**src/rtl/add_sub_pipe32_if.sv**
```systemverilog
// Handshake bus for the two-stage 32-bit adder/subtractor: request side,
// result side and the pipeline flush.
interface add_sub_pipe32_if;
    logic        flush;
    logic        in_valid;
    logic        in_ready;
    logic [31:0] a;
    logic [31:0] b;
    logic        sub;
    logic        out_valid;
    logic        out_ready;
    logic [31:0] s;
    logic        c_out;
    logic        ovf;
    logic        zero;

    modport slave (
        input  flush, in_valid, a, b, sub, out_ready,
        output in_ready, out_valid, s, c_out, ovf, zero
    );

    modport master (
        output flush, in_valid, a, b, sub, out_ready,
        input  in_ready, out_valid, s, c_out, ovf, zero
    );
endinterface

```
**src/rtl/add_sub_pipe32.sv**
```systemverilog
// Two-stage pipelined 32-bit add/subtract: stage 1 resolves the low half with
// carry-lookahead, stage 2 finishes the high half and registers the flags.
module add_sub_pipe32 (
    input logic            clk,
    input logic            rst,
    add_sub_pipe32_if.slave bus
);

    // 16-bit carry-lookahead adder built from four 4-bit groups; returns {cout, sum}.
    function automatic logic [16:0] cla16(input logic [15:0] x, input logic [15:0] y,
                                          input logic cin);
        logic [15:0] g;
        logic [15:0] p;
        logic [3:0]  gg;
        logic [3:0]  gp;
        logic [4:0]  gc;
        logic [16:0] c;
        g  = x & y;
        p  = x ^ y;
        gg = '0;
        gp = '0;
        c  = '0;
        for (int k = 0; k < 4; k++) begin
            gg[k] = g[4*k+3]
                  | (p[4*k+3] & g[4*k+2])
                  | (p[4*k+3] & p[4*k+2] & g[4*k+1])
                  | (p[4*k+3] & p[4*k+2] & p[4*k+1] & g[4*k]);
            gp[k] = p[4*k+3] & p[4*k+2] & p[4*k+1] & p[4*k];
        end
        gc[0] = cin;
        gc[1] = gg[0] | (gp[0] & cin);
        gc[2] = gg[1] | (gp[1] & gg[0]) | (gp[1] & gp[0] & cin);
        gc[3] = gg[2] | (gp[2] & gg[1]) | (gp[2] & gp[1] & gg[0])
              | (gp[2] & gp[1] & gp[0] & cin);
        gc[4] = gg[3] | (gp[3] & gg[2]) | (gp[3] & gp[2] & gg[1])
              | (gp[3] & gp[2] & gp[1] & gg[0]) | (gp[3] & gp[2] & gp[1] & gp[0] & cin);
        for (int k = 0; k < 4; k++) begin
            c[4*k] = gc[k];
            for (int i = 0; i < 3; i++)
                c[4*k+i+1] = g[4*k+i] | (p[4*k+i] & c[4*k+i]);
        end
        c[16] = gc[4];
        return {c[16], p ^ c[15:0]};
    endfunction

    logic        v1_q, v1_d;
    logic        v2_q, v2_d;
    logic [15:0] lowSum_q, lowSum_d;
    logic        carry16_q, carry16_d;
    logic [15:0] aHi_q, aHi_d;
    logic [15:0] bHi_q, bHi_d;
    logic [31:0] sum_q, sum_d;
    logic        cOut_q, cOut_d;
    logic        ovf_q, ovf_d;
    logic        zero_q, zero_d;

    logic        load1;
    logic        load2;
    logic        inReady;
    logic [31:0] bEff;
    logic [16:0] lowRes;
    logic [16:0] hiRes;

    assign load2   = !v2_q || bus.out_ready;
    assign load1   = !v1_q || load2;
    assign inReady = !v1_q || !v2_q || bus.out_ready;

    // Next-state values for both stages; the high operands carry a[31] and b_eff[31].
    always_comb begin
        bEff      = bus.sub ? ~bus.b : bus.b;
        lowRes    = cla16(bus.a[15:0], bEff[15:0], bus.sub);
        lowSum_d  = lowRes[15:0];
        carry16_d = lowRes[16];
        aHi_d     = bus.a[31:16];
        bHi_d     = bEff[31:16];
        v1_d      = bus.in_valid && inReady;

        hiRes     = {1'b0, aHi_q} + {1'b0, bHi_q} + {16'b0, carry16_q};
        sum_d     = {hiRes[15:0], lowSum_q};
        cOut_d    = hiRes[16];
        ovf_d     = (aHi_q[15] == bHi_q[15]) && (sum_d[31] != aHi_q[15]);
        zero_d    = (sum_d == 32'd0);
        v2_d      = v1_q;
    end

    // Stages load independently; flush only kills the valid bits.
    always_ff @(posedge clk) begin
        if (rst) begin
            v1_q      <= 1'b0;
            v2_q      <= 1'b0;
            lowSum_q  <= '0;
            carry16_q <= 1'b0;
            aHi_q     <= '0;
            bHi_q     <= '0;
            sum_q     <= '0;
            cOut_q    <= 1'b0;
            ovf_q     <= 1'b0;
            zero_q    <= 1'b0;
        end else begin
            if (load2) begin
                v2_q   <= v2_d;
                sum_q  <= sum_d;
                cOut_q <= cOut_d;
                ovf_q  <= ovf_d;
                zero_q <= zero_d;
            end
            if (load1) begin
                v1_q      <= v1_d;
                lowSum_q  <= lowSum_d;
                carry16_q <= carry16_d;
                aHi_q     <= aHi_d;
                bHi_q     <= bHi_d;
            end
            if (bus.flush) begin
                v1_q <= 1'b0;
                v2_q <= 1'b0;
            end
        end
    end

    assign bus.in_ready  = inReady;
    assign bus.out_valid = v2_q;
    assign bus.s         = sum_q;
    assign bus.c_out     = cOut_q;
    assign bus.ovf       = ovf_q;
    assign bus.zero      = zero_q;

endmodule

```
**src/flat_wrapper.sv**
```systemverilog
// flat-port wrapper written by rule: the top's interface ports become plain ports
module add_sub_pipe32_flat 
  (clk, rst, bus_flush, bus_in_valid, bus_a, bus_b, bus_sub, bus_out_ready, bus_in_ready, bus_out_valid, bus_s, bus_c_out, bus_ovf, bus_zero);
  add_sub_pipe32_if bus_i ();
  input logic clk;
  input logic rst;
  input wire logic [$bits(bus_i.flush)-1:0] bus_flush;
  input wire logic [$bits(bus_i.in_valid)-1:0] bus_in_valid;
  input wire logic [$bits(bus_i.a)-1:0] bus_a;
  input wire logic [$bits(bus_i.b)-1:0] bus_b;
  input wire logic [$bits(bus_i.sub)-1:0] bus_sub;
  input wire logic [$bits(bus_i.out_ready)-1:0] bus_out_ready;
  output wire logic [$bits(bus_i.in_ready)-1:0] bus_in_ready;
  output wire logic [$bits(bus_i.out_valid)-1:0] bus_out_valid;
  output wire logic [$bits(bus_i.s)-1:0] bus_s;
  output wire logic [$bits(bus_i.c_out)-1:0] bus_c_out;
  output wire logic [$bits(bus_i.ovf)-1:0] bus_ovf;
  output wire logic [$bits(bus_i.zero)-1:0] bus_zero;
  assign bus_i.flush = bus_flush;
  assign bus_i.in_valid = bus_in_valid;
  assign bus_i.a = bus_a;
  assign bus_i.b = bus_b;
  assign bus_i.sub = bus_sub;
  assign bus_i.out_ready = bus_out_ready;
  assign bus_in_ready = bus_i.in_ready;
  assign bus_out_valid = bus_i.out_valid;
  assign bus_s = bus_i.s;
  assign bus_c_out = bus_i.c_out;
  assign bus_ovf = bus_i.ovf;
  assign bus_zero = bus_i.zero;
  add_sub_pipe32 u_core (.clk(clk), .rst(rst), .bus(bus_i));
endmodule
```
**config.mk**
```make
export PLATFORM = sky130hd
export DESIGN_NAME = add_sub_pipe32_flat
export DESIGN_NICKNAME = d
export VERILOG_FILES = /design/src/rtl/add_sub_pipe32_if.sv /design/src/rtl/add_sub_pipe32.sv /design/src/flat_wrapper.sv
export SDC_FILE = /design/constraint.sdc
export NUM_CORES = 1
export LEC_CHECK = 0
export ABC_AREA = 0
export BUFFER_PORTS_ARGS = -buffer_cell sky130_fd_sc_hd__buf_2
export CELL_PAD_IN_SITES_DETAIL_PLACEMENT = 1
export CELL_PAD_IN_SITES_GLOBAL_PLACEMENT = 1
export CORE_MARGIN = 4
export CORE_UTILIZATION = 35
export DETAILED_ROUTE_END_ITERATION = 8
export HOLD_SLACK_MARGIN = 0.05
export PLACE_DENSITY = 0.78
export SYNTH_ARGS = -nofsm -noshare
export SYNTH_HDL_FRONTEND = slang
export SYNTH_SLANG_ARGS = --single-unit
```
**constraint.sdc**
```tcl
create_clock -name clk -period 15.5 [get_ports clk]
set_clock_uncertainty 0.2 [all_clocks]
set_input_delay 3.875 -clock clk [delete_from_list [all_inputs] [get_ports clk]]
set_output_delay 3.875 -clock clk [all_outputs]
set_load 0.05 [all_outputs]
```
==> results.json <==
{
  "status": "finished, final reports clean",
  "cts_num_sinks": 86,
  "wirelength_um": 12900,
  "synth.area.mux_share_pct": 0.418,
  "period_share_pct": 64.8,
  "grt_pass1_wl_um": 21600,
  "syn_nets": 687,
  "tightest_slew_ns": 1.02,
  "cp_top_family": "buffers and inverters",
  "port_buffers": 106,
  "finalMaxSlewViolations": 0,
  "postCtsHoldBufs": 0,
  "vdd_ir_drop_max_uv": 55.4,
  "hold_path.class": "register to register",
  "dp_slack_ns": 5.40,
  "drive_above_1_share_pct": 20.7,
  "cts_tree": "built",
  "area.sequential_mm2": 0.00172,
  "maxCapViolations": 0,
  "clock_latency_ns": 0.35,
  "fmax_ghz": 0.0995,
  "vias": 4219,
  "p_per_area_mw_per_mm2": 113,
  "ys_top_cells_by_area": "dfxtp_1 36%, ha_1 8.1%, nand2_1 7.8%",
  "rsz0062_at_grt": "false",
  "timing.setup.tns_ns": 0,
  "ant_nets": 0,
  "syn-cell-area_mm2": 0.00479,
  "stdcell_area_mm2": 0.00570,
  "num_rows": 42,
  "synth_area_leader_cell": "dfxtp_1",
  "drtIter0Drc": 250,
  "synth_adder_area_share_pct": 13.5,
  "antenna_found_initial": 0,
  "required_ns": 11.43,
  "cts_buffer_depth": 2,
  "ys_async_sr_fraction_pct": 0,
  "cp-end-kind": "output port",
  "cp.buffers_inverters": 5,
  "worstPathCellList": "buf_2 > nor2b_2 > buf_4 > and2_1 > inv_2 > buf_4 > buf_2",
  "cts-htree-levels": 3,
  "drc": 0,
  "synth_top_family_by_area": "compound AO/OA/AOI/OAI gates",
  "cp_max_fo": 77,
  "cts-buffers-inserted": 9,
  "die_h_um": 125,
  "cts_setup_buffers": 0,
  "startpoint_type": "primary input",
  "setup_viol": 0,
  "synthFlopType": "dfxtp_1",
  "dr.pass1.iters": 4,
  "yosysSeqAreaShare_pct": 36.0,
  "worstSetupPathType": "primary input to output port",
  "synth_compound_area_share_pct": 18.4,
  "io_pins": 107,
  "cts_resized": 0,
  "postSynthAreaPerCell_um2": 8.36,
  "grt_pass1_vias": 4398,
  "place.gp.congestion": 0.832,
  "syn_inst": 573,
  "dieWidth_um": 125,
  "synth-simple-area-share_pct": 17.7,
  "syn2layout_area_growth_pct": 19.1,
  "synth.top_cell.area_share_pct": 36.0,
  "cpPeakStageDelay_ns": 0.78,
  "core-area_mm2": 0.0133,
  "period_needed_ns": 10.05,
  "multi_input_area_mm2": 0.00280,
  "post_drt_via_cell_ratio": 5.03,
  "synth_cell_types": 53,
  "slew_headroom_pct": 32.0,
  "arrival_ns": 5.98,
  "grt-ovfl-total": 0,
  "fillers": 1660,
  "track_usage_pct": 16.6,
  "yosys_warnings": 0,
  "dpl_cell_area_mm2": 0.00541,
  "die_area_mm2": 0.0156,
  "synth_edf_count": 0,
  "holdWs_ns": 0.251,
  "place.detailed.hpwl_um": 10100,
  "antenna_cells": 0,
  "grt_start_max_net_pins": 88,
  "root_buffer": "clkbuf_16",
  "start_util_pct": 36.0,
  "cts.clk_slew.worst_paths_ns": 0.06,
  "finalHoldViolations": 0,
  "nets": 772,
  "leakage_nw": 2.60,
  "crit_slowest_cell": "and2_1",
  "synth_seq_cells": 86,
  "synth_xor_area_share_pct": 8.41,
  "wire_per_inst_um": 15.4,
  "fin_ws_ns": 5.45
}
## final cells by class
type | count | share of cell area (%)
timing repair buffer | 109 | 9.70
clock buffer | 11 | 4.43
tap | 176 | 3.86
inverter | 30 | 1.97
clock inverter | 5 | 0.724
multi-input combinational | 422 | 49.1
sequential | 86 | 30.2
## power breakdown
part | internal, mW | switching [mW]
registers | 0.245 | 0.0187
clock network | 0.119 | 0.0922
logic | 0.0623 | 0.106
## worst reg2reg max path: stages, from the launching register on
cell and delay [ns]:
dfxtp_1 0.36, fa_1 0.22, inv_1 0.07, fa_1 0.44, and2b_1 0.25, o2111ai_2 0.15
and4b_4 0.24, or4_4 0.53, a21oi_2 0.20, o2111ai_1 0.13, or4_1 0.41, nand2_1 0.07
## sequential cells by signal, summed over array words and instances (netlist names)
| register | flops |
|---|---|
| u_core.bus.ovf | 1 |
| u_core.aHi_q | 16 |
| u_core.bus.zero | 1 |
| u_core.lowSum_q | 16 |
| u_core.v1_q | 1 |
| u_core.bus.c_out | 1 |
| u_core.bHi_q | 16 |
| u_core.carry16_q | 1 |
| u_core.bus.out_valid | 1 |
| u_core.bus.s | 32 |
## Yosys cell counts (2+ instances only)
library cell,count
nand2_1,99
a21oi_1,63
a211oi_1,32
nor3_1,8
a31oi_1,5
or3_1,5
xnor2_1,27
o211ai_1,3
or4_1,2
nand3b_1,2
inv_1,30
a21boi_0,2
mux2i_1,2
xor2_1,19
nor2b_1,2
nand3_1,7
a21o_2,2
buf_1,5
o21ai_0,6
o2111ai_1,3
fa_1,13
dfxtp_1,86
clkbuf_1,26
ha_1,31
nor3b_1,2
nor4_1,3
nand4_1,3
o21bai_1,2
nor2_1,53
a21o_1,7
## kinds of logic (layout without fill, tap and decap cells)
logic type,count (synthesis),after routing
buffers and inverters,65,155
xor gates and xnor gates,46,46
adders and majority gates,44,44
and+or+nand+nor,195,195
AOI/OAI and AO/OA,135,135
muxes,2,2
DFF,86,86
## worst paths after layout
check                  startpoint               to  slack [ns]  cells past startpoint
setup / recovery    bus_out_ready     bus_in_ready        5.45                      7
hold / removal     u_core.bus.ovf   u_core.bus.ovf        0.25                      2
setup reg to reg  u_core.bHi_q[0]  u_core.bus.zero       12.18                     11
hold reg to reg    u_core.bus.ovf   u_core.bus.ovf        0.25                      2
## layer usage
metal	global-route usage, %	routed length (µm)	vias up
met1	23.3	6330	1983
li1	-	-	2127
met3	4.01	664	13
met5	0	0	-
met2	25.4	5710	96
met4	4.72	192	0
## stage by stage
step	power [mW]	utilization [%]	std cells
6_report	0.643	42.9	839
5_1_grt	0.677	42.9	839
4_1_cts	0.648	42.9	839
3_5_place_dp	0.436	40.7	823
3_3_place_gp	0.428	40.7	823
2_1_floorplan	0.384	-	573
## cells in the final DEF, fill, tap and decap left out, drive strengths merged, types with 2 or more instances in the layout
cell / synthesis / routed
or3: 5 / 5
o2111ai: 4 / 4
nand2: 99 / 99
a2111oi: 2 / 2
a211oi: 32 / 32
dfxtp: 86 / 86
nor4: 3 / 3
nand3: 7 / 7
clkinvlp: 0 / 2
nor3: 8 / 8
inv: 30 / 32
nand3b: 2 / 2
nor2: 53 / 53
buf: 8 / 109
ha: 31 / 31
xor2: 19 / 19
xnor2: 27 / 27
nor2b: 2 / 2
nor3b: 2 / 2
clkbuf: 27 / 11
a21oi: 64 / 64
mux2i: 2 / 2
or4: 3 / 3
o211ai: 3 / 3
and3: 2 / 2
nand4: 3 / 3
a21o: 9 / 9
o21bai: 2 / 2
fa: 13 / 13
o21ai: 6 / 6
a31oi: 5 / 5
a21boi: 2 / 2
Note: power is estimated with default switching activity, not from simulation.
